### config.mk
export PLATFORM = sky130hd
export DESIGN_NAME = salamander_sram_busctrl_flat
export DESIGN_NICKNAME = d
export VERILOG_FILES = /design/src/rtl/salamander_sram_busctrl_if.sv /design/src/rtl/salamander_sram_busctrl.sv /design/src/flat_wrapper.sv
export SDC_FILE = /design/constraint.sdc
export NUM_CORES = 1
export LEC_CHECK = 0
export CORE_MARGIN = 2
export CORE_UTILIZATION = 30
export DETAILED_ROUTE_END_ITERATION = 8
export HOLD_SLACK_MARGIN = 0.03
export PLACE_DENSITY = 0.69
export SYNTH_ARGS = -nofsm -noshare
export SYNTH_HDL_FRONTEND = slang
export SYNTH_SLANG_ARGS = --single-unit
### constraint.sdc
create_clock -name i_MCLK -period 1.78 [get_ports i_MCLK]
set_clock_uncertainty 0.2 [all_clocks]
set_input_delay 0.356 -clock i_MCLK [delete_from_list [all_inputs] [get_ports i_MCLK]]
set_output_delay 0.356 -clock i_MCLK [all_outputs]
set_load 0.05 [all_outputs]
### src/rtl/salamander_sram_busctrl_if.sv
`default_nettype none
// ==== salamander_sram_busctrl_if : 68000 CPU-side and byte-lane SRAM-side signal bundle ====
// ==== rev 1.0 ====
interface salamander_sram_busctrl_if #(
  parameter int AW = 10
);
  logic          i_CS;
  logic          i_AS_n;
  logic          i_UDS_n;
  logic          i_LDS_n;
  logic          i_RW;
  logic [AW-1:0] i_CPU_ADDR;
  logic [15:0]   i_CPU_DIN;
  logic [15:0]   o_CPU_DOUT;
  logic          o_DTACK_n;
  logic          o_BUSY;
  logic [AW-1:0] o_RAM_ADDR;
  logic [15:0]   o_RAM_DIN;
  logic          o_RAM_RD_HI;
  logic          o_RAM_RD_LO;
  logic          o_RAM_WR_HI;
  logic          o_RAM_WR_LO;
  logic [7:0]    i_RAM_DOUT_HI;
  logic [7:0]    i_RAM_DOUT_LO;

  modport slave (
    input  i_CS, i_AS_n, i_UDS_n, i_LDS_n, i_RW, i_CPU_ADDR, i_CPU_DIN,
    input  i_RAM_DOUT_HI, i_RAM_DOUT_LO,
    output o_CPU_DOUT, o_DTACK_n, o_BUSY, o_RAM_ADDR, o_RAM_DIN,
    output o_RAM_RD_HI, o_RAM_RD_LO, o_RAM_WR_HI, o_RAM_WR_LO
  );

  modport master (
    output i_CS, i_AS_n, i_UDS_n, i_LDS_n, i_RW, i_CPU_ADDR, i_CPU_DIN,
    output i_RAM_DOUT_HI, i_RAM_DOUT_LO,
    input  o_CPU_DOUT, o_DTACK_n, o_BUSY, o_RAM_ADDR, o_RAM_DIN,
    input  o_RAM_RD_HI, o_RAM_RD_LO, o_RAM_WR_HI, o_RAM_WR_LO
  );
endinterface
`default_nettype wire

### src/rtl/salamander_sram_busctrl.sv
`default_nettype none
// ==== salamander_sram_busctrl : 68000 bus cycles to single-cycle byte-lane SRAM strobes + fill ====
// ==== rev 1.0 ====
module salamander_sram_busctrl #(
  parameter int         AW        = 10,
  parameter bit         CLEAR_EN  = 1'b1,
  parameter logic [7:0] CLEAR_VAL = 8'h00
) (
  input wire                       i_MCLK,
  input wire                       i_RST_n,
  salamander_sram_busctrl_if.slave bus_io
);

  localparam logic [2:0]    S_CLEAR   = 3'd0;
  localparam logic [2:0]    S_IDLE    = 3'd1;
  localparam logic [2:0]    S_ISSUE   = 3'd2;
  localparam logic [2:0]    S_CAPTURE = 3'd3;
  localparam logic [2:0]    S_ACK     = 3'd4;
  localparam logic [2:0]    S_RESET   = CLEAR_EN ? S_CLEAR : S_IDLE;
  localparam logic [AW-1:0] ADDR_LAST = '1;
  localparam logic [AW-1:0] ADDR_ONE  = AW'(1);

  logic [2:0]    state_q, state_d;
  logic [AW-1:0] addr_q, addr_d;
  logic [15:0]   din_q, din_d;
  logic [15:0]   dout_q, dout_d;
  logic          rw_q, rw_d;
  logic          hi_q, hi_d;
  logic          lo_q, lo_d;
  logic          dtack_n_q, dtack_n_d;
  logic          busy_q, busy_d;
  logic          rd_hi_q, rd_hi_d;
  logic          rd_lo_q, rd_lo_d;
  logic          wr_hi_q, wr_hi_d;
  logic          wr_lo_q, wr_lo_d;
  logic          w_start;

  assign w_start = bus_io.i_CS & ~bus_io.i_AS_n & (~bus_io.i_UDS_n | ~bus_io.i_LDS_n);

  always_ff @(posedge i_MCLK or negedge i_RST_n) begin
    if (!i_RST_n) begin
      state_q   <= S_RESET;
      addr_q    <= '0;
      din_q     <= '0;
      dout_q    <= '0;
      rw_q      <= 1'b0;
      hi_q      <= 1'b0;
      lo_q      <= 1'b0;
      dtack_n_q <= 1'b1;
      busy_q    <= CLEAR_EN;
      rd_hi_q   <= 1'b0;
      rd_lo_q   <= 1'b0;
      wr_hi_q   <= 1'b0;
      wr_lo_q   <= 1'b0;
    end else begin
      state_q   <= state_d;
      addr_q    <= addr_d;
      din_q     <= din_d;
      dout_q    <= dout_d;
      rw_q      <= rw_d;
      hi_q      <= hi_d;
      lo_q      <= lo_d;
      dtack_n_q <= dtack_n_d;
      busy_q    <= busy_d;
      rd_hi_q   <= rd_hi_d;
      rd_lo_q   <= rd_lo_d;
      wr_hi_q   <= wr_hi_d;
      wr_lo_q   <= wr_lo_d;
    end
  end

  // During fill, wr_hi_q marks that address addr_q has already been written.
  always_comb begin
    state_d = state_q;
    case (state_q)
      S_CLEAR:   if (wr_hi_q && (addr_q == ADDR_LAST)) state_d = S_IDLE;
      S_IDLE:    if (w_start) state_d = S_ISSUE;
      S_ISSUE: begin
        if (bus_io.i_AS_n)  state_d = S_IDLE;
        else if (rw_q)      state_d = S_CAPTURE;
        else                state_d = S_ACK;
      end
      S_CAPTURE: state_d = bus_io.i_AS_n ? S_IDLE : S_ACK;
      S_ACK:     if (bus_io.i_AS_n) state_d = S_IDLE;
      default:   state_d = S_RESET;
    endcase
  end

  always_comb begin
    addr_d    = addr_q;
    din_d     = din_q;
    dout_d    = dout_q;
    rw_d      = rw_q;
    hi_d      = hi_q;
    lo_d      = lo_q;
    rd_hi_d   = 1'b0;
    rd_lo_d   = 1'b0;
    wr_hi_d   = 1'b0;
    wr_lo_d   = 1'b0;
    busy_d    = (state_d == S_CLEAR);
    dtack_n_d = (state_d != S_ACK);
    case (state_q)
      S_CLEAR: begin
        if (state_d == S_CLEAR) begin
          wr_hi_d = 1'b1;
          wr_lo_d = 1'b1;
          din_d   = {CLEAR_VAL, CLEAR_VAL};
          addr_d  = wr_hi_q ? (addr_q + ADDR_ONE) : '0;
        end
      end
      S_IDLE: begin
        if (w_start) begin
          addr_d  = bus_io.i_CPU_ADDR;
          din_d   = bus_io.i_CPU_DIN;
          rw_d    = bus_io.i_RW;
          hi_d    = ~bus_io.i_UDS_n;
          lo_d    = ~bus_io.i_LDS_n;
          rd_hi_d = bus_io.i_RW & ~bus_io.i_UDS_n;
          rd_lo_d = bus_io.i_RW & ~bus_io.i_LDS_n;
          wr_hi_d = ~bus_io.i_RW & ~bus_io.i_UDS_n;
          wr_lo_d = ~bus_io.i_RW & ~bus_io.i_LDS_n;
        end
      end
      // An aborted read leaves the previous read data in place.
      S_CAPTURE: begin
        if (state_d == S_ACK) begin
          dout_d = {hi_q ? bus_io.i_RAM_DOUT_HI : 8'h00,
                    lo_q ? bus_io.i_RAM_DOUT_LO : 8'h00};
        end
      end
      default: ;
    endcase
  end

  assign bus_io.o_CPU_DOUT  = dout_q;
  assign bus_io.o_DTACK_n   = dtack_n_q;
  assign bus_io.o_BUSY      = busy_q;
  assign bus_io.o_RAM_ADDR  = addr_q;
  assign bus_io.o_RAM_DIN   = din_q;
  assign bus_io.o_RAM_RD_HI = rd_hi_q;
  assign bus_io.o_RAM_RD_LO = rd_lo_q;
  assign bus_io.o_RAM_WR_HI = wr_hi_q;
  assign bus_io.o_RAM_WR_LO = wr_lo_q;

endmodule
`default_nettype wire
### src/flat_wrapper.sv
// flat-port wrapper written by rule: the top's interface ports become plain ports
module salamander_sram_busctrl_flat 
#(
  parameter int         AW        = 10,
  parameter bit         CLEAR_EN  = 1'b1,
  parameter logic [7:0] CLEAR_VAL = 8'h00
)
  (i_MCLK, i_RST_n, bus_io_i_CS, bus_io_i_AS_n, bus_io_i_UDS_n, bus_io_i_LDS_n, bus_io_i_RW, bus_io_i_CPU_ADDR, bus_io_i_CPU_DIN, bus_io_i_RAM_DOUT_HI, bus_io_i_RAM_DOUT_LO, bus_io_o_CPU_DOUT, bus_io_o_DTACK_n, bus_io_o_BUSY, bus_io_o_RAM_ADDR, bus_io_o_RAM_DIN, bus_io_o_RAM_RD_HI, bus_io_o_RAM_RD_LO, bus_io_o_RAM_WR_HI, bus_io_o_RAM_WR_LO);
  salamander_sram_busctrl_if #(.AW(AW)) bus_io_i ();
  input wire i_MCLK;
  input wire i_RST_n;
  input wire logic [$bits(bus_io_i.i_CS)-1:0] bus_io_i_CS;
  input wire logic [$bits(bus_io_i.i_AS_n)-1:0] bus_io_i_AS_n;
  input wire logic [$bits(bus_io_i.i_UDS_n)-1:0] bus_io_i_UDS_n;
  input wire logic [$bits(bus_io_i.i_LDS_n)-1:0] bus_io_i_LDS_n;
  input wire logic [$bits(bus_io_i.i_RW)-1:0] bus_io_i_RW;
  input wire logic [$bits(bus_io_i.i_CPU_ADDR)-1:0] bus_io_i_CPU_ADDR;
  input wire logic [$bits(bus_io_i.i_CPU_DIN)-1:0] bus_io_i_CPU_DIN;
  input wire logic [$bits(bus_io_i.i_RAM_DOUT_HI)-1:0] bus_io_i_RAM_DOUT_HI;
  input wire logic [$bits(bus_io_i.i_RAM_DOUT_LO)-1:0] bus_io_i_RAM_DOUT_LO;
  output wire logic [$bits(bus_io_i.o_CPU_DOUT)-1:0] bus_io_o_CPU_DOUT;
  output wire logic [$bits(bus_io_i.o_DTACK_n)-1:0] bus_io_o_DTACK_n;
  output wire logic [$bits(bus_io_i.o_BUSY)-1:0] bus_io_o_BUSY;
  output wire logic [$bits(bus_io_i.o_RAM_ADDR)-1:0] bus_io_o_RAM_ADDR;
  output wire logic [$bits(bus_io_i.o_RAM_DIN)-1:0] bus_io_o_RAM_DIN;
  output wire logic [$bits(bus_io_i.o_RAM_RD_HI)-1:0] bus_io_o_RAM_RD_HI;
  output wire logic [$bits(bus_io_i.o_RAM_RD_LO)-1:0] bus_io_o_RAM_RD_LO;
  output wire logic [$bits(bus_io_i.o_RAM_WR_HI)-1:0] bus_io_o_RAM_WR_HI;
  output wire logic [$bits(bus_io_i.o_RAM_WR_LO)-1:0] bus_io_o_RAM_WR_LO;
  assign bus_io_i.i_CS = bus_io_i_CS;
  assign bus_io_i.i_AS_n = bus_io_i_AS_n;
  assign bus_io_i.i_UDS_n = bus_io_i_UDS_n;
  assign bus_io_i.i_LDS_n = bus_io_i_LDS_n;
  assign bus_io_i.i_RW = bus_io_i_RW;
  assign bus_io_i.i_CPU_ADDR = bus_io_i_CPU_ADDR;
  assign bus_io_i.i_CPU_DIN = bus_io_i_CPU_DIN;
  assign bus_io_i.i_RAM_DOUT_HI = bus_io_i_RAM_DOUT_HI;
  assign bus_io_i.i_RAM_DOUT_LO = bus_io_i_RAM_DOUT_LO;
  assign bus_io_o_CPU_DOUT = bus_io_i.o_CPU_DOUT;
  assign bus_io_o_DTACK_n = bus_io_i.o_DTACK_n;
  assign bus_io_o_BUSY = bus_io_i.o_BUSY;
  assign bus_io_o_RAM_ADDR = bus_io_i.o_RAM_ADDR;
  assign bus_io_o_RAM_DIN = bus_io_i.o_RAM_DIN;
  assign bus_io_o_RAM_RD_HI = bus_io_i.o_RAM_RD_HI;
  assign bus_io_o_RAM_RD_LO = bus_io_i.o_RAM_RD_LO;
  assign bus_io_o_RAM_WR_HI = bus_io_i.o_RAM_WR_HI;
  assign bus_io_o_RAM_WR_LO = bus_io_i.o_RAM_WR_LO;
  salamander_sram_busctrl #(.AW(AW), .CLEAR_EN(CLEAR_EN), .CLEAR_VAL(CLEAR_VAL)) u_core (.i_MCLK(i_MCLK), .i_RST_n(i_RST_n), .bus_io(bus_io_i));
endmodule
# [After elaboration in Yosys (flattened, before gate mapping)]
# Cells that the tools add are included.
[op_classes] n_bitwise=11 n_reduce_logical=7 mux=25 eq_ne=9 n_addsub=1
[ops] operator="2-to-1 mux 16 bit" n=2
[ops] operator="one-hot mux 16 bit (2 select lines)" n=1
[ops] operator="2-to-1 mux 10 bit" n=3
[ops] operator="one-hot mux 10 bit (2 select lines)" n=1
[ops] operator="2-to-1 mux 3 bit" n=6
[ops] operator="2-to-1 mux 8 bit" n=2
[ops] operator="one-hot mux 3 bit (5 select lines)" n=1
[ops] operator="adder 10 x 1 -> 10 bit (second input constant)" n=1
[ops] operator="equality test 10 bit (second input constant)" n=1
[ops] operator="2-to-1 mux 1 bit" n=7
[ops] operator="bitwise AND 1 bit" n=6
[ops] operator="equality test 3 x 2 -> 1 bit (second input constant)" n=2
[ops] operator="equality test 3 bit (second input constant)" n=2
[ops] operator="zero test 3 bit" n=2
[ops] operator="!= test 2 x 1 -> 1 bit (second input constant)" n=2
[ops] operator="inverter 1 bit" n=4
[ops] operator="one-hot mux 1 bit (2 select lines)" n=2
[ops] operator="AND reduction 2 bit" n=2
[ops] operator="equality test 3 x 1 -> 1 bit (second input constant)" n=1
[ops] operator="!= test 3 bit (second input constant)" n=1
[ops] operator="AND reduction 3 bit" n=1
[ops] operator="nonzero test 2 bit" n=1
[ops] operator="logical AND 1 bit" n=1
[ops] operator="bitwise OR 1 bit" n=1
[word_totals] regBits=54 elab_cells=66 in_bits=49

# [Depth between registers and ports, before layout]
[depth] word_depth=8 ltp_mapped=7 ltp_nobuf=5

# [Worst setup path before layout]
# No wires, ideal clock.
[synth_path] kind="register -> register" from="register u_core.addr_q[0], in the netlist u_core.bus_io.o_RAM_ADDR[0]" to="register u_core.addr_q[6], in the netlist u_core.bus_io.o_RAM_ADDR[6]" required_time_ps=1459 n_path_buf=2 path_slack_ps=-472 stages_incl_launch_ff=8 arrival_time_ps=1931 path_cell_list="dfrtp_1 -> ha_1 -> and3_1 -> nand4_2 -> and3_4 -> buf_6 -> buf_6 -> a22o_1"
[synth_via] elab_chain_len=7 word_cells_on_any_way=11 classes_between="add/sub (1); eq/ne (2); mux (5); reduce/logical (3)"
[synth_rtl] element="start: declaration" line_no="salamander_sram_busctrl.sv:24" source="logic [AW-1:0] addr_q, addr_d;"
[synth_rtl] element="start signal: assignment" line_no="salamander_sram_busctrl.sv:57" source="addr_q <= addr_d;"
[synth_rtl] element="equality test 10 bit" line_no="salamander_sram_busctrl.sv:76" source="S_CLEAR: if (wr_hi_q && (addr_q == ADDR_LAST)) state_d = S_IDLE;"
[synth_rtl] element="logical AND 1 bit" line_no="salamander_sram_busctrl.sv:76"
[synth_rtl] element="2-to-1 mux 3 bit" line_no="salamander_sram_busctrl.sv:76"
[synth_rtl] element="one-hot mux 3 bit (5 select lines)" line_no="salamander_sram_busctrl.sv:75" source="case (state_q)"
[synth_rtl] element="zero test 3 bit" line_no="salamander_sram_busctrl.sv:104" source="if (state_d == S_CLEAR) begin"
[synth_rtl] element="!= test 2 x 1 -> 1 bit (no source line)"
[synth_rtl] element="AND reduction 3 bit (no source line)"
# Parallel ways exist; a longest one is shown, timed or not. The select of a mux whose other input is x is not followed.
# A chain may end at the register's enable or synchronous reset.

# [Worst setup path after layout]
[layout_path] from="register u_core.state_q[2]" to="register u_core.addr_q[0], in the netlist u_core.bus_io.o_RAM_ADDR[0]"
[layout_via] elab_chain_len=5 word_cells_on_any_way=15 classes_between="eq/ne (6); mux (5); reduce/logical (4)"
[layout_rtl] element="start: declaration" line_no="salamander_sram_busctrl.sv:23" source="logic [2:0] state_q, state_d;"
[layout_rtl] element="start signal: assignment" line_no="salamander_sram_busctrl.sv:56" source="state_q <= state_d;"
[layout_rtl] element="equality test 3 bit, or another cell as far along" line_no="salamander_sram_busctrl.sv:75"
[layout_rtl] element="one-hot mux 3 bit (5 select lines)" line_no="salamander_sram_busctrl.sv:75"
[layout_rtl] element="zero test 3 bit" line_no="salamander_sram_busctrl.sv:104"
[layout_rtl] element="!= test 2 x 1 -> 1 bit (no source line)"
[layout_rtl] element="AND reduction 3 bit (no source line)"
# Parallel ways exist; a longest one is shown, timed or not.

==> impl_metrics.tcl <==
set metrics [dict create \
    outcome "complete, no violations" \
    power_density_mw_per_mm2 1560 \
    port_buffers 96 \
    start_kind "flip-flop" \
    synthDistinctLibCells 39 \
    cts_root_buffer "clkbuf_8" \
    drcViolationCount 0 \
    path_class "flip-flop to flip-flop" \
    die-area_mm2 0.00932 \
    die_x_um 96.5 \
    io_pins 97 \
    maxClockFrequency_mhz 568 \
    fill_cells 732 \
    core.rowCount 33 \
    worstHoldPathCells 3 \
    clock-sinks 54 \
    cts_made_buffers 5 \
    synth_most_common_cell "nand2_1" \
    worst_pin_slew_ns 0.479 \
    postRouteAntennaNets 0 \
    synth-edff-count 0 \
    multiInputGateArea_mm2 0.00111 \
    yosysTopAreaCell "dfrtp_1" \
    htreeDepth 2 \
    synthToLayoutAreaGrowth_pct 77.8 \
    clock_latency_ns 0.31 \
    cp_max_fo 14 \
    rr_worst_depth 4 \
    ys_seq_area_share_pct 52.7 \
    cp.required_ns 1.78 \
    nets 435 \
    ys.flop_type "dfrtp_1" \
    synth_top_area_share_pct 50.7 \
    viasPerCell 4.72 \
    synthArstFlopShare_pct 100 \
    first_global_vias 2220 \
    die_h_um 96.5 \
    syn_nets 313 \
    antenna_found_initial 0 \
    max_slew_margin_pct 68.1 \
    cts_tree "yes" \
    min_path_type "input port to flip-flop" \
    synth_area_leaders "dfrtp_1 51%, nand2_1 9.8%, mux2i_1 6.2%" \
    vdd_drop_max_v 0.00106 \
    hold_viol_final 0 \
    pre_cts_slack_ns -0.354 \
    dp_hpwl_um 5200 \
    avgRoutedWirePerCell_um 13.8 \
    hp-start "bus_io_i_UDS_n" \
    clk_pin_slew_ns 0.10 \
    avgSynthCellArea_um2 9.77 \
    ys_warn_count 0 \
    rsz0062_at_grt "true" \
    finalCriticalPeriod_ns 1.76 \
    grt_use_total_pct 14.8 \
    fin_tns_setup_ns 0 \
    finalSetupViolCount 0 \
    cp-startpoint "u_core.state_q[2]" \
    leakagePower_nw 2.03 \
    clockBufferDepth 2 \
    maxCapViolCount 0 \
    routed_wirelength_um 6760 \
    grt_pass1_wl_um 10700 \
    initial_core_util_pct 31.1 \
    min_period_over_period_pct 98.9 \
    synthCells 263 \
    dr.first_iter.drc_count 144 \
    core_mm2 0.00826 \
    timing.rr.start "u_core.state_q[2]" \
    maxSlewViolCount 0 \
    worstPathArrival_ns 1.76 \
    cp-end-kind "flip-flop" \
    regArea_mm2 0.00137 \
    gp_congestion 0.758 \
    vias 2316 \
    synth_common_cells "67 x nand2_1, 52 x dfrtp_1, 19 x o21ai_0, 18 x inv_1, 16 x mux2i_1" \
    drive_above_1_share_pct 31.1 \
    drt_pre_antenna_iters 4 \
    setup_slack_ns 0.0198 \
    syn_area_mm2 0.00257 \
    ys_seq_elements 54 \
    grt_max_degree 29 \
    ff2ff_setup_slack_ns 0.02 \
    antenna_cells 0 \
    grt_overflow 0 \
]
## cells by family after synthesis
family                     Yosys count  synth area share [%]
and+or+nand+nor                    108                  20.8
DFF                                 54                  52.7
AOI/OAI and AO/OA                   50                  13.2
buffers and inverters               33                  6.19
muxes                               17                  6.67
adders and majority gates            1                 0.487
## timing repair
| action | in CTS | in global routing |
|---|---|---|
| gates resized for setup | 2 | 11 |
| endpoints found under the setup margin | 4 | 11 |
| buffers inserted | 0 | 1 |
| pin swaps | 0 | 8 |
| cloned | 0 | 1 |
| hold buffers | 1 | 0 |
| hold endpoints to repair | 15 | 0 |
## routing by layer
layer	wire length (um)	share of wire (%)	global-route usage [%]
met1	2880	43	19.0
met2	3460	51	25.6
met3	365	5.4	3.18
met4	54	0.80	3.52
met5	0	0	0
## final cells by class
cell class / count / share of cell area (%)
clock inverter: 3 / 0.959
inverter: 18 / 1.48
tap: 105 / 2.88
timing repair buffer: 130 / 38.9
multi-input combinational: 176 / 24.3
clock buffer: 5 / 1.51
sequential: 54 / 30.0
## through the flow
stage          util, %  cells  power [mW]  hold WS [ns]  cell area [um^2]
2_1_floorplan        -    263        4.20        -0.140              2620
3_3_place_gp      52.9    480        6.13         0.145              4370
3_5_place_dp      52.9    480        6.20         0.146              4370
4_1_cts           54.5    489        7.07         0.297              4500
5_1_grt           55.3    491        7.55         0.191              4570
6_report          55.3    491        7.14         0.190              4570
## worst paths after layout
check                                         endpoint
hold reg to reg                            u_core.rw_q
setup reg to reg           u_core.bus_io.o_RAM_ADDR[0]
hold / removal               u_core.bus_io.o_RAM_RD_HI
setup / recovery           u_core.bus_io.o_RAM_ADDR[0]
min in group asynchronous  u_core.bus_io.o_RAM_ADDR[2]
max in group asynchronous  u_core.bus_io.o_RAM_DIN[11]
## layout by cell type, fill, tap and decap left out, types with 2 or more instances in the layout
| cell | n |
|---|---|
| dfstp_2 | 2 |
| nand2b_1 | 3 |
| a22o_1 | 8 |
| nand4_1 | 6 |
| nand2_1 | 66 |
| buf_12 | 52 |
| inv_1 | 18 |
| a31oi_1 | 2 |
| o21ai_0 | 19 |
| nand3_1 | 8 |
| buf_4 | 25 |
| o21ai_1 | 3 |
| and2_1 | 2 |
| dfrtp_2 | 12 |
| mux2i_1 | 16 |
| o2111ai_1 | 7 |
| nand3b_1 | 2 |
| and3_1 | 2 |
| dfrtp_1 | 40 |
| o31ai_1 | 6 |
| a21oi_1 | 2 |
| clkbuf_8 | 5 |
| and3_4 | 2 |
| clkdlybuf4s50_1 | 46 |
| buf_6 | 3 |
| nor2_1 | 4 |
## report_power, final
group	internal, mW	total, mW	switching (mW)
sequential	1.59	1.97	0.380
clock	0.422	0.832	0.410
combinational	2.17	4.34	2.18
total	4.18	7.14	2.97
## registers in the layout, indices dropped and copies added, names as in the netlist
name,flops
u_core.bus_io.o_DTACK_n,1
u_core.bus_io.o_RAM_RD_HI,1
u_core.bus_io.o_RAM_RD_LO,1
u_core.hi_q,1
u_core.bus_io.o_BUSY,1
u_core.bus_io.o_RAM_WR_LO,1
u_core.bus_io.o_RAM_WR_HI,1
u_core.lo_q,1
u_core.bus_io.o_RAM_DIN,16
u_core.bus_io.o_RAM_ADDR,10
u_core.state_q,3
u_core.bus_io.o_CPU_DOUT,16
u_core.rw_q,1
## worst max-delay path, stage by stage (launching register included)
cell     delay (ns)
dfrtp_1        0.43
or3b_4         0.44
nand2_4        0.18
o21ai_0        0.13
mux2_4         0.28
No activity file was read; power rests on OpenSTA's default activity.
